`config.mk`:
```
export PLATFORM = sky130hd
export DESIGN_NAME = memory_responder
export DESIGN_NICKNAME = d
export VERILOG_FILES = /design/src/rtl/memory_responder.sv
export SDC_FILE = /design/constraint.sdc
export NUM_CORES = 1
export LEC_CHECK = 0
export ABC_CLOCK_PERIOD_IN_PS = 6300
export CAP_MARGIN = 20
export CORE_ASPECT_RATIO = 0.6
export CORE_MARGIN = 5
export CORE_UTILIZATION = 50
export CTS_BUF_LIST = sky130_fd_sc_hd__clkbuf_2 sky130_fd_sc_hd__clkbuf_4 sky130_fd_sc_hd__clkbuf_8
export DETAILED_ROUTE_END_ITERATION = 6
export HOLD_SLACK_MARGIN = 0.15
export PLACE_DENSITY_LB_ADDON = 0.05
export SLEW_MARGIN = 20
export SYNTH_ARGS = -nofsm -noshare
export SYNTH_HDL_FRONTEND = slang
export SYNTH_SLANG_ARGS = --single-unit
```
`constraint.sdc`:
```
create_clock -name clk -period 6.3 [get_ports clk]
set_input_delay 1.26 -clock clk [delete_from_list [all_inputs] [get_ports clk]]
set_output_delay 1.26 -clock clk [all_outputs]
set_load 0.02 [all_outputs]
```
`src/rtl/memory_responder.sv`:
```
// memory_responder
//   Single-port, word-addressed data memory acting as the responder end of the
//   CPU memory bus. After reset it sweeps every location to CLEAR_VALUE (one
//   word per cycle) while holding busy high. Once ready, it serves CPU writes,
//   accepts preload words over a valid/ready port when the CPU is not writing,
//   and returns read data through a READ_LATENCY-deep pipeline.
//
// Ports
//   clk         clock
//   rst         synchronous active-high reset
//   mem_we      CPU write enable
//   mem_addr    CPU address (read every cycle, write when mem_we)
//   mem_data    CPU write data
//   mem_in      read data to CPU, READ_LATENCY edges after the address
//   busy        high while the clear sweep is running
//   load_valid  preload word offered
//   load_addr   preload address
//   load_data   preload word
//   load_ready  preload word accepted this cycle when high with load_valid
module memory_responder #(
  parameter int ADDR_WIDTH   = 6,
  parameter int DATA_WIDTH   = 16,
  parameter int READ_LATENCY = 2,
  parameter logic [DATA_WIDTH-1:0] CLEAR_VALUE = '0
) (
  input  logic                  clk,
  input  logic                  rst,
  input  logic                  mem_we,
  input  logic [ADDR_WIDTH-1:0] mem_addr,
  input  logic [DATA_WIDTH-1:0] mem_data,
  output logic [DATA_WIDTH-1:0] mem_in,
  output logic                  busy,
  input  logic                  load_valid,
  input  logic [ADDR_WIDTH-1:0] load_addr,
  input  logic [DATA_WIDTH-1:0] load_data,
  output logic                  load_ready
);

  localparam int DEPTH = 2 ** ADDR_WIDTH;
  localparam logic [ADDR_WIDTH-1:0] LAST_ADDR = '1;
  localparam logic [ADDR_WIDTH-1:0] ADDR_ONE  = {{(ADDR_WIDTH-1){1'b0}}, 1'b1};

  typedef enum logic {
    ST_CLEAR = 1'b0,
    ST_READY = 1'b1
  } state_t;

  state_t                  state_reg;
  logic [ADDR_WIDTH-1:0]   clr_cnt_reg;
  logic                    busy_reg;

  logic                    wr_en;
  logic [ADDR_WIDTH-1:0]   wr_addr;
  logic [DATA_WIDTH-1:0]   wr_data;

  logic [DATA_WIDTH-1:0]   ram [DEPTH];
  // pipe_reg[0] is the RAM output register; higher indices are plain delay stages.
  logic [DATA_WIDTH-1:0]   pipe_reg [READ_LATENCY];

  // Clear sequencer: walks the counter through every address once, then
  // drops busy on the edge that writes the last location.
  always_ff @(posedge clk) begin
    if (rst) begin
      state_reg   <= ST_CLEAR;
      clr_cnt_reg <= '0;
      busy_reg    <= 1'b1;
    end else if (state_reg == ST_CLEAR) begin
      clr_cnt_reg <= clr_cnt_reg + ADDR_ONE;
      if (clr_cnt_reg == LAST_ADDR) begin
        state_reg <= ST_READY;
        busy_reg  <= 1'b0;
      end
    end
  end

  assign busy = busy_reg;

  // The CPU write owns the single write port, so the loader is only
  // accepted in ready cycles without a CPU write.
  assign load_ready = (state_reg == ST_READY) & ~mem_we & ~rst;

  // Single write port shared by the clear sweep, CPU writes and preload.
  always_comb begin
    wr_en   = 1'b0;
    wr_addr = mem_addr;
    wr_data = mem_data;
    if (!rst) begin
      if (state_reg == ST_CLEAR) begin
        wr_en   = 1'b1;
        wr_addr = clr_cnt_reg;
        wr_data = CLEAR_VALUE;
      end else if (mem_we) begin
        wr_en   = 1'b1;
      end else if (load_valid && load_ready) begin
        wr_en   = 1'b1;
        wr_addr = load_addr;
        wr_data = load_data;
      end
    end
  end

  // Read-first RAM: a read that coincides with a write to the same address
  // returns the previous contents. The output register is forced to zero
  // during reset and clear so mem_in never shows stale data.
  always_ff @(posedge clk) begin
    if (wr_en) begin
      ram[wr_addr] <= wr_data;
    end
    if (rst || state_reg == ST_CLEAR) begin
      pipe_reg[0] <= '0;
    end else begin
      pipe_reg[0] <= ram[mem_addr];
    end
  end

  genvar gi;
  generate
    for (gi = 1; gi < READ_LATENCY; gi++) begin : g_stage
      always_ff @(posedge clk) begin
        if (rst) begin
          pipe_reg[gi] <= '0;
        end else begin
          pipe_reg[gi] <= pipe_reg[gi-1];
        end
      end
    end
  endgenerate

  assign mem_in = pipe_reg[READ_LATENCY-1];

endmodule

```
==> results list, run 1 <==
- The flow ran to the end, and the final reports show no timing, DRC or antenna violations.
- Setup fix buffers added after clock tree synthesis: 0
* Largest fanout on the critical path: 42
* Final core utilization: 56.6%
* Sequential fraction of the synthesis area: 77.4%
- Across the routed clock network, the largest skew measured is 41.2 ps.
- Synthesis Warnings: 0
* Routed via count divided by cell count: 6.28
- Leaving out fill and tap cells, the most frequent cell in the layout is sky130_fd_sc_hd__edfxtp_1.
- VDD sags by at most 190 uV.
- Area growth from synthesis to layout: 12.7%
- Wire length of the first global-routing pass: 158,000 um
- Once the floorplan was initialized, standard cells occupied 50.2% of the core.
- Worst setup path class: in -> out
* Critical Path Start Type: primary input
- Total gr overflow: 0
* Area of the die: 0.0875 sq mm
* Syn Area/Cell: 21.9 sq um
- Cts-stage hold buffer count: 0
* Dpl hpwl: 71,300 um
* Cell taking the most area after synthesis: sky130_fd_sc_hd__edfxtp_1
- After the first detailed-routing iteration, the DRC count stood at 2,968.
- Sum of negative setup slack: 0 ps
* Num CTS Buffers: 153
* Count of H-tree levels built during CTS: 4
- Core ar.: 0.0812 sq mm
- TritonCTS built the clock tree.
- Nature of the critical path endpoint: output pin
- Timing analysis after detailed placement gives a worst setup slack of 1470 ps.
- Row generation in the floorplan step produced 81 rows.
- In this run the count of I/O pins placed on the die edge is 66.
- Post-route design area: 0.0460 sq mm
- Yosys top cell area share: 75.4%
- Summing every instance area after synthesis gives 0.0408 sq mm.
- Cells with a size suffix above 1 make up 29.6% of the layout.
* Proportion of register bits with asynchronous set or reset after synthesis: 0%
* Busiest layer in global routing: met1
* Worst-case headroom to the max-slew limit: 26.5%
- The number of antenna violations at the first check in global routing is 11.
- Leading register cell type out of synthesis: sky130_fd_sc_hd__edfxtp_1
- Overall power consumption: 13.9 mW
- The number of pins with negative max-slew slack in the final report is 0.
- Met2 Usage GRT: 34.6%
* Max reg flops: 1,024
* # DRC: 0
- Routability-driven placement finished with a final weighted congestion of 0.944.
- Measured along the y axis, the die boundary spans 231 um.
- Die boundary width: 379 um
- Post-cts gate resize count: 0
* All-layer global routing usage: 26.3%
- # Max-Cap Violations: 0
- Clock-pin slew was measured on the worst setup and hold paths at 60 ps.
* Met1 routing resource usage after global routing: 41.8%
- By area the synthesized netlist is led by sky130_fd_sc_hd__edfxtp_1, sky130_fd_sc_hd__mux4_2, sky130_fd_sc_hd__dfxtp_1.
* Met3 routing resource usage after global routing: 8.86%
- Final number of setup-violating endpoints: 0
- The hold violation total from the final report came to 0.
- Clock tree root driver cell: sky130_fd_sc_hd__clkbuf_8
* Crit path arrival time: 3020 ps
- In this run the worst hold path is classified as reg -> reg.
- Once detail routing completed, the nets flagged for antenna violations numbered 0.
- Port Buf Inserts: 65
- For this run, the top clock speed supported by timing is 234 MHz.
* Power density of the placed cells: 302 mW/mm^2
* Minimum clock period: 4280 ps
* Number of detailed-routing iterations run before antenna repair: 7
- Clock tree synthesis found a total of 1,064 sinks.
- In the finished design, the share of the clock period the worst path needs comes to 67.9%.
- Slack of the critical path: 2020 ps
* Static power due to leakage: 14.5 nW
- At the pin with the least slew margin, the transition time is 1100 ps.
- Synthesized netlist net count: 1,907
- The final layout contains routed wiring with a total length of 113,000 um.
- The later pin in the worst-skew pair is clocked with a latency of 840 ps.
- For this run, the post-layout net count is 2,113.
- The routed layout has 20.4k vias.
* Routed len/inst: 34.7 um
* Commonest cells after routing, fill and taps aside: sky130_fd_sc_hd__edfxtp_1, sky130_fd_sc_hd__mux4_2, sky130_fd_sc_hd__clkbuf_8
- The via count of the first global-routing pass is 20.2k.
- Yosys cell types: 50
- Maximum number of pins on one net before global-route repair: 108
* Total of flip-flops plus latches after synthesis: 1,064
- The longest clock path from root to sink contains 3 buffers.
* Gate count of the mapped netlist: 1,858
- Setup repair after global routing left no endpoint under its margin.
- For the worst setup path, the data required time is 5040 ps.
- Total cell area at the placement stage: 0.0431 sq mm
- The synthesized design contains 1,024 enable-type register cells.
-- synthesized netlist by cell type (12+ instances only) --
library cell	n
sky130_fd_sc_hd__o21ai_1	21
sky130_fd_sc_hd__dfxtp_1	40
sky130_fd_sc_hd__o221ai_1	15
sky130_fd_sc_hd__nor2b_1	23
sky130_fd_sc_hd__clkbuf_1	47
sky130_fd_sc_hd__edfxtp_1	1024
sky130_fd_sc_hd__buf_2	22
sky130_fd_sc_hd__mux2i_1	27
sky130_fd_sc_hd__o22ai_1	34
sky130_fd_sc_hd__buf_4	13
sky130_fd_sc_hd__o211ai_1	12
sky130_fd_sc_hd__nand3_1	29
sky130_fd_sc_hd__mux4_2	279
sky130_fd_sc_hd__nand2_1	74
sky130_fd_sc_hd__nor2_1	109
-- cells by family (layout without fill, tap and decap cells) --
| logic type | Yosys count | after routing | synth area share (%) |
|---|---|---|---|
| mux | 306 | 306 | 16.1 |
| simple gates | 263 | 263 | 2.95 |
| fa+ha+maj | 1 | 1 | 0.0307 |
| buf+inv | 104 | 419 | 1.37 |
| xor+xnor | 4 | 4 | 0.0860 |
| flops | 1064 | 1064 | 77.4 |
| compound gates | 116 | 116 | 2.09 |
| other cells | 0 | 2 | 0 |
-- layer usage --
metal	up-vias	part of all wire, %	wire, um
li1	8193	-	-
met1	11000	45	50600
met2	1087	41	46500
met3	149	12	13300
met4	0	2.2	2470
met5	-	0	0
-- layout make-up --
type | count | area (sq um)
inverter | 4 | 15.0
multi-input combinational | 690 | 8800
tap | 1079 | 1350
fill | 6037 | 35200
antenna | 2 | 5.00
clock inverter | 45 | 235
sequential | 1064 | 31600
clock buffer | 219 | 2640
timing repair buffer | 151 | 1360
-- stage by stage --
stage	std cells	hold WS [ps]
CTS	3252	521
finish	3254	524
floorplan	1858	414
detailed placement	2988	508
global route	3253	519
global placement	2987	509
-- critical path, cell delays in order --
cell                              delay (ps)
sky130_fd_sc_hd__buf_2                   730
sky130_fd_sc_hd__nand2b_1                380
sky130_fd_sc_hd__nor2_1                   80
sky130_fd_sc_hd__clkdlybuf4s50_1         550
-- where the power goes --
part	internal [mW]	switching, mW
Combinational	0.263	0.533
Sequential	7.79	0.00934
Clock	2.72	2.56
-- final timing paths --
kind | startpoint | end | slack [ps] | depth (start not counted)
setup reg to reg | state_reg$_SDFF_PP0_ | ram[57][3]$_DFFE_PP_ | 2360 | 6
hold / removal | clr_cnt_reg[0]$_SDFFE_PP0N_ | clr_cnt_reg[0]$_SDFFE_PP0N_ | 520 | 2
hold reg to reg | clr_cnt_reg[0]$_SDFFE_PP0N_ | clr_cnt_reg[0]$_SDFFE_PP0N_ | 520 | 2
setup / recovery | rst | load_ready | 2020 | 4
(Power assumes the default switching activity.)
==> run 2: changes to the inputs <==
Settings changed: ABC_CLOCK_PERIOD_IN_PS 6300 to 3800.
Clock period 6.3 ns to 3.8 ns, I/O delays scaled along.
==> results list, run 2 (synthesized netlist as in run 1, its figures left out) <==
* Nature of the critical path endpoint: output pin
- The via count of the first global-routing pass was 20.3k.
- Final core utilization: 58.5%
- Vias after detailed routing: 20.8k
* Ratio of cells with drive above 1 in the final layout: 32.7%
* All-layer global routing usage: 25.6%
* Crit path max-delay cell type: sky130_fd_sc_hd__clkdlybuf4s50_1
* Crit share post-route: 82.2%
- Routed len/inst: 32.8 um
- Prior to clock tree synthesis, the placed netlist has a worst setup slack of 208 ps.
* Power density of the placed cells: 490 mW/mm^2
- Across the run, the number of max-cap violations was 0.
- Setup repair after global routing left no endpoint under its margin.
- Setup violations remaining at the end of the flow were counted as 0.
- The clock network is responsible for 38.5% of the overall power.
- Clock sinks: 1,064
- Final Hold Violating Endpoints: 0
* Total cell area at the placement stage: 0.0445 sq mm
* Die Height: 231 um
- The register with the most flip-flops in the layout has 1,024 of them.
- The H-tree was split into 4 levels.
- Worst endpoint required time: 3040 ps
- I/O pin count: 66
* Port Buf Inserts: 65
- Of the total power, registers draw 55.5%.
- Core ar.: 0.0812 sq mm
* Setup slack, reg-to-reg: 1120 ps
- Num CTS Buffers: 153
- Clock Latency Late Sink: 840 ps
- Area of the die: 0.0875 sq mm
- Counting along the longest clock path gives a buffer depth of 3.
* Final-report max-slew violation count: 0
- Area growth from synthesis to layout: 16.6%
* Post-cts gate resize count: 0
* CTS tree: done
- Sum of negative setup slack: 0 ps
* Overall power consumption: 23.3 mW
- IR analysis of the VDD net gives a maximum drop of 354 uV.
* Number of antenna violations at the first check in global routing: 10
- The die is 379 um wide.
- STA classifies the critical path startpoint as a register.
- For this design the static power due to leakage is 15.2 nW.
- For this configuration, the core starts out at a cell density of 50.2%.
- Leaving out fill and tap cells, the most frequent cell in the layout is sky130_fd_sc_hd__edfxtp_1.
- The internal portion of the total power is 18.1 mW.
* Net total in the final layout: 2,207
* Gpl congestion: 0.839
* Detailed Route Iter0 Violations: 2,761
* Number of standard-cell rows in the floorplan: 81
- After clock tree synthesis, the setup repair step added 0 buffers.
- Longest individual stage delay on the worst path: 610 ps
- The signal on the critical path passes through buf_4 > nand2b_1 > nor2_1 > clkdlybuf4s50_1.
* Class of the most critical hold timing path: in -> reg
- Total gr overflow: 0
- In this run switching power makes up 22.5% of total power.
- Wire length of the first global-routing pass: 154,000 um
- Dpl hpwl: 70,400 um
- After clock tree synthesis, the clock-pin slew on the worst setup and hold paths is 60 ps.
* Worst-case headroom to the max-slew limit: 42.1%
* Post-route design area: 0.0475 sq mm
- After detailed routing, the number of remaining DRC violations is 0.
- F_max: 320 MHz
* Maximum number of pins on one net before global-route repair: 65
- Slack of the critical path: 676 ps
* Minimum clock period: 3120 ps
* Worst clock skew on the final layout: 45.5 ps
- Detail Route Antenna Nets: 0
- Total routed wirelength: 110,000 um
- The library cells used most frequently in the layout, excluding fill and tap cells, are sky130_fd_sc_hd__edfxtp_1, sky130_fd_sc_hd__mux4_2, sky130_fd_sc_hd__clkbuf_8.
- Status: finished, final reports clean
- For this design the total switching power over the nets is 5.24 mW.
- For the worst setup path, the data arrival time is 2360 ps.
* Comb power frac: 6.0%
* Routed via count divided by cell count: 6.19
- Worst setup path class: reg -> out
- Clock tree root driver cell: sky130_fd_sc_hd__clkbuf_8
- For the pin with the worst max-slew slack, the measured transition is 869 ps.
- In this run, post-CTS hold repair placed 0 buffers.
* Number of detailed-routing iterations run before antenna repair: 5
- Of all nets on the critical path, the largest fanout is 14.
## run 2: cell types whose count changed in the layout (fill, tap and decap cells not counted), sizes merged
cell | before | now
buf | 90 | 184
clkinvlp | 5 | 7
bufinv | 1 | 4
clkbuf | 220 | 205
clkinv | 37 | 55
## run 2: final timing paths
path | start | to | cells after the start
worst max register to register | state_reg$_SDFF_PP0_ | ram[16][5]$_DFFE_PP_ | 8
worst min register to register | busy$_SDFFE_PP1P_ | busy$_SDFFE_PP1P_ | 1
worst max-delay path | state_reg$_SDFF_PP0_ | load_ready | 4
worst min-delay path | rst | pipe_reg[1][13]$_SDFF_PP0_ | 2
## run 2: power groups by stage
stage / combinational [mW] / clock, mW / sequential (mW)
detailed placement: 1.40 / 0 / 13.2
global route: 1.46 / 9.71 / 12.9
global placement: 1.38 / 0 / 13.2
finish: 1.40 / 8.98 / 12.9
floorplan: 0.724 / 0 / 13.2
CTS: 1.40 / 9.16 / 12.9
## run 2: layout make-up
type / instances / area, sq um
antenna: 2 / 5.00
clock buffer: 204 / 2540
clock inverter: 68 / 427
fill: 5793 / 33700
inverter: 4 / 15.0
multi-input combinational: 690 / 8760
sequential: 1064 / 31600
tap: 1079 / 1350
timing repair buffer: 245 / 2870
## run 2: stage by stage
step / instances / hold slack [ps]
after floorplan: 1858 / 414
after global placement: 3082 / 459
after detailed placement: 3082 / 464
after CTS: 3354 / 209
after global routing: 3356 / 260
final: 3356 / 293
## run 2: routing by layer
layer | GRT usage, % | up-vias | wire (um)
met5 | 0 | - | 0
met4 | 6.68 | 0 | 2100
met3 | 7.59 | 149 | 12400
met2 | 33.2 | 1099 | 44800
met1 | 42.3 | 11100 | 50800
li1 | - | 8401 | -
## run 2: worst max-delay path: cells and delay by family (launching register included)
kind / cells / cell delay (ps)
buffers and inverters: 2 / 860
flip-flops: 1 / 360
AND/OR/NAND/NOR: 2 / 320
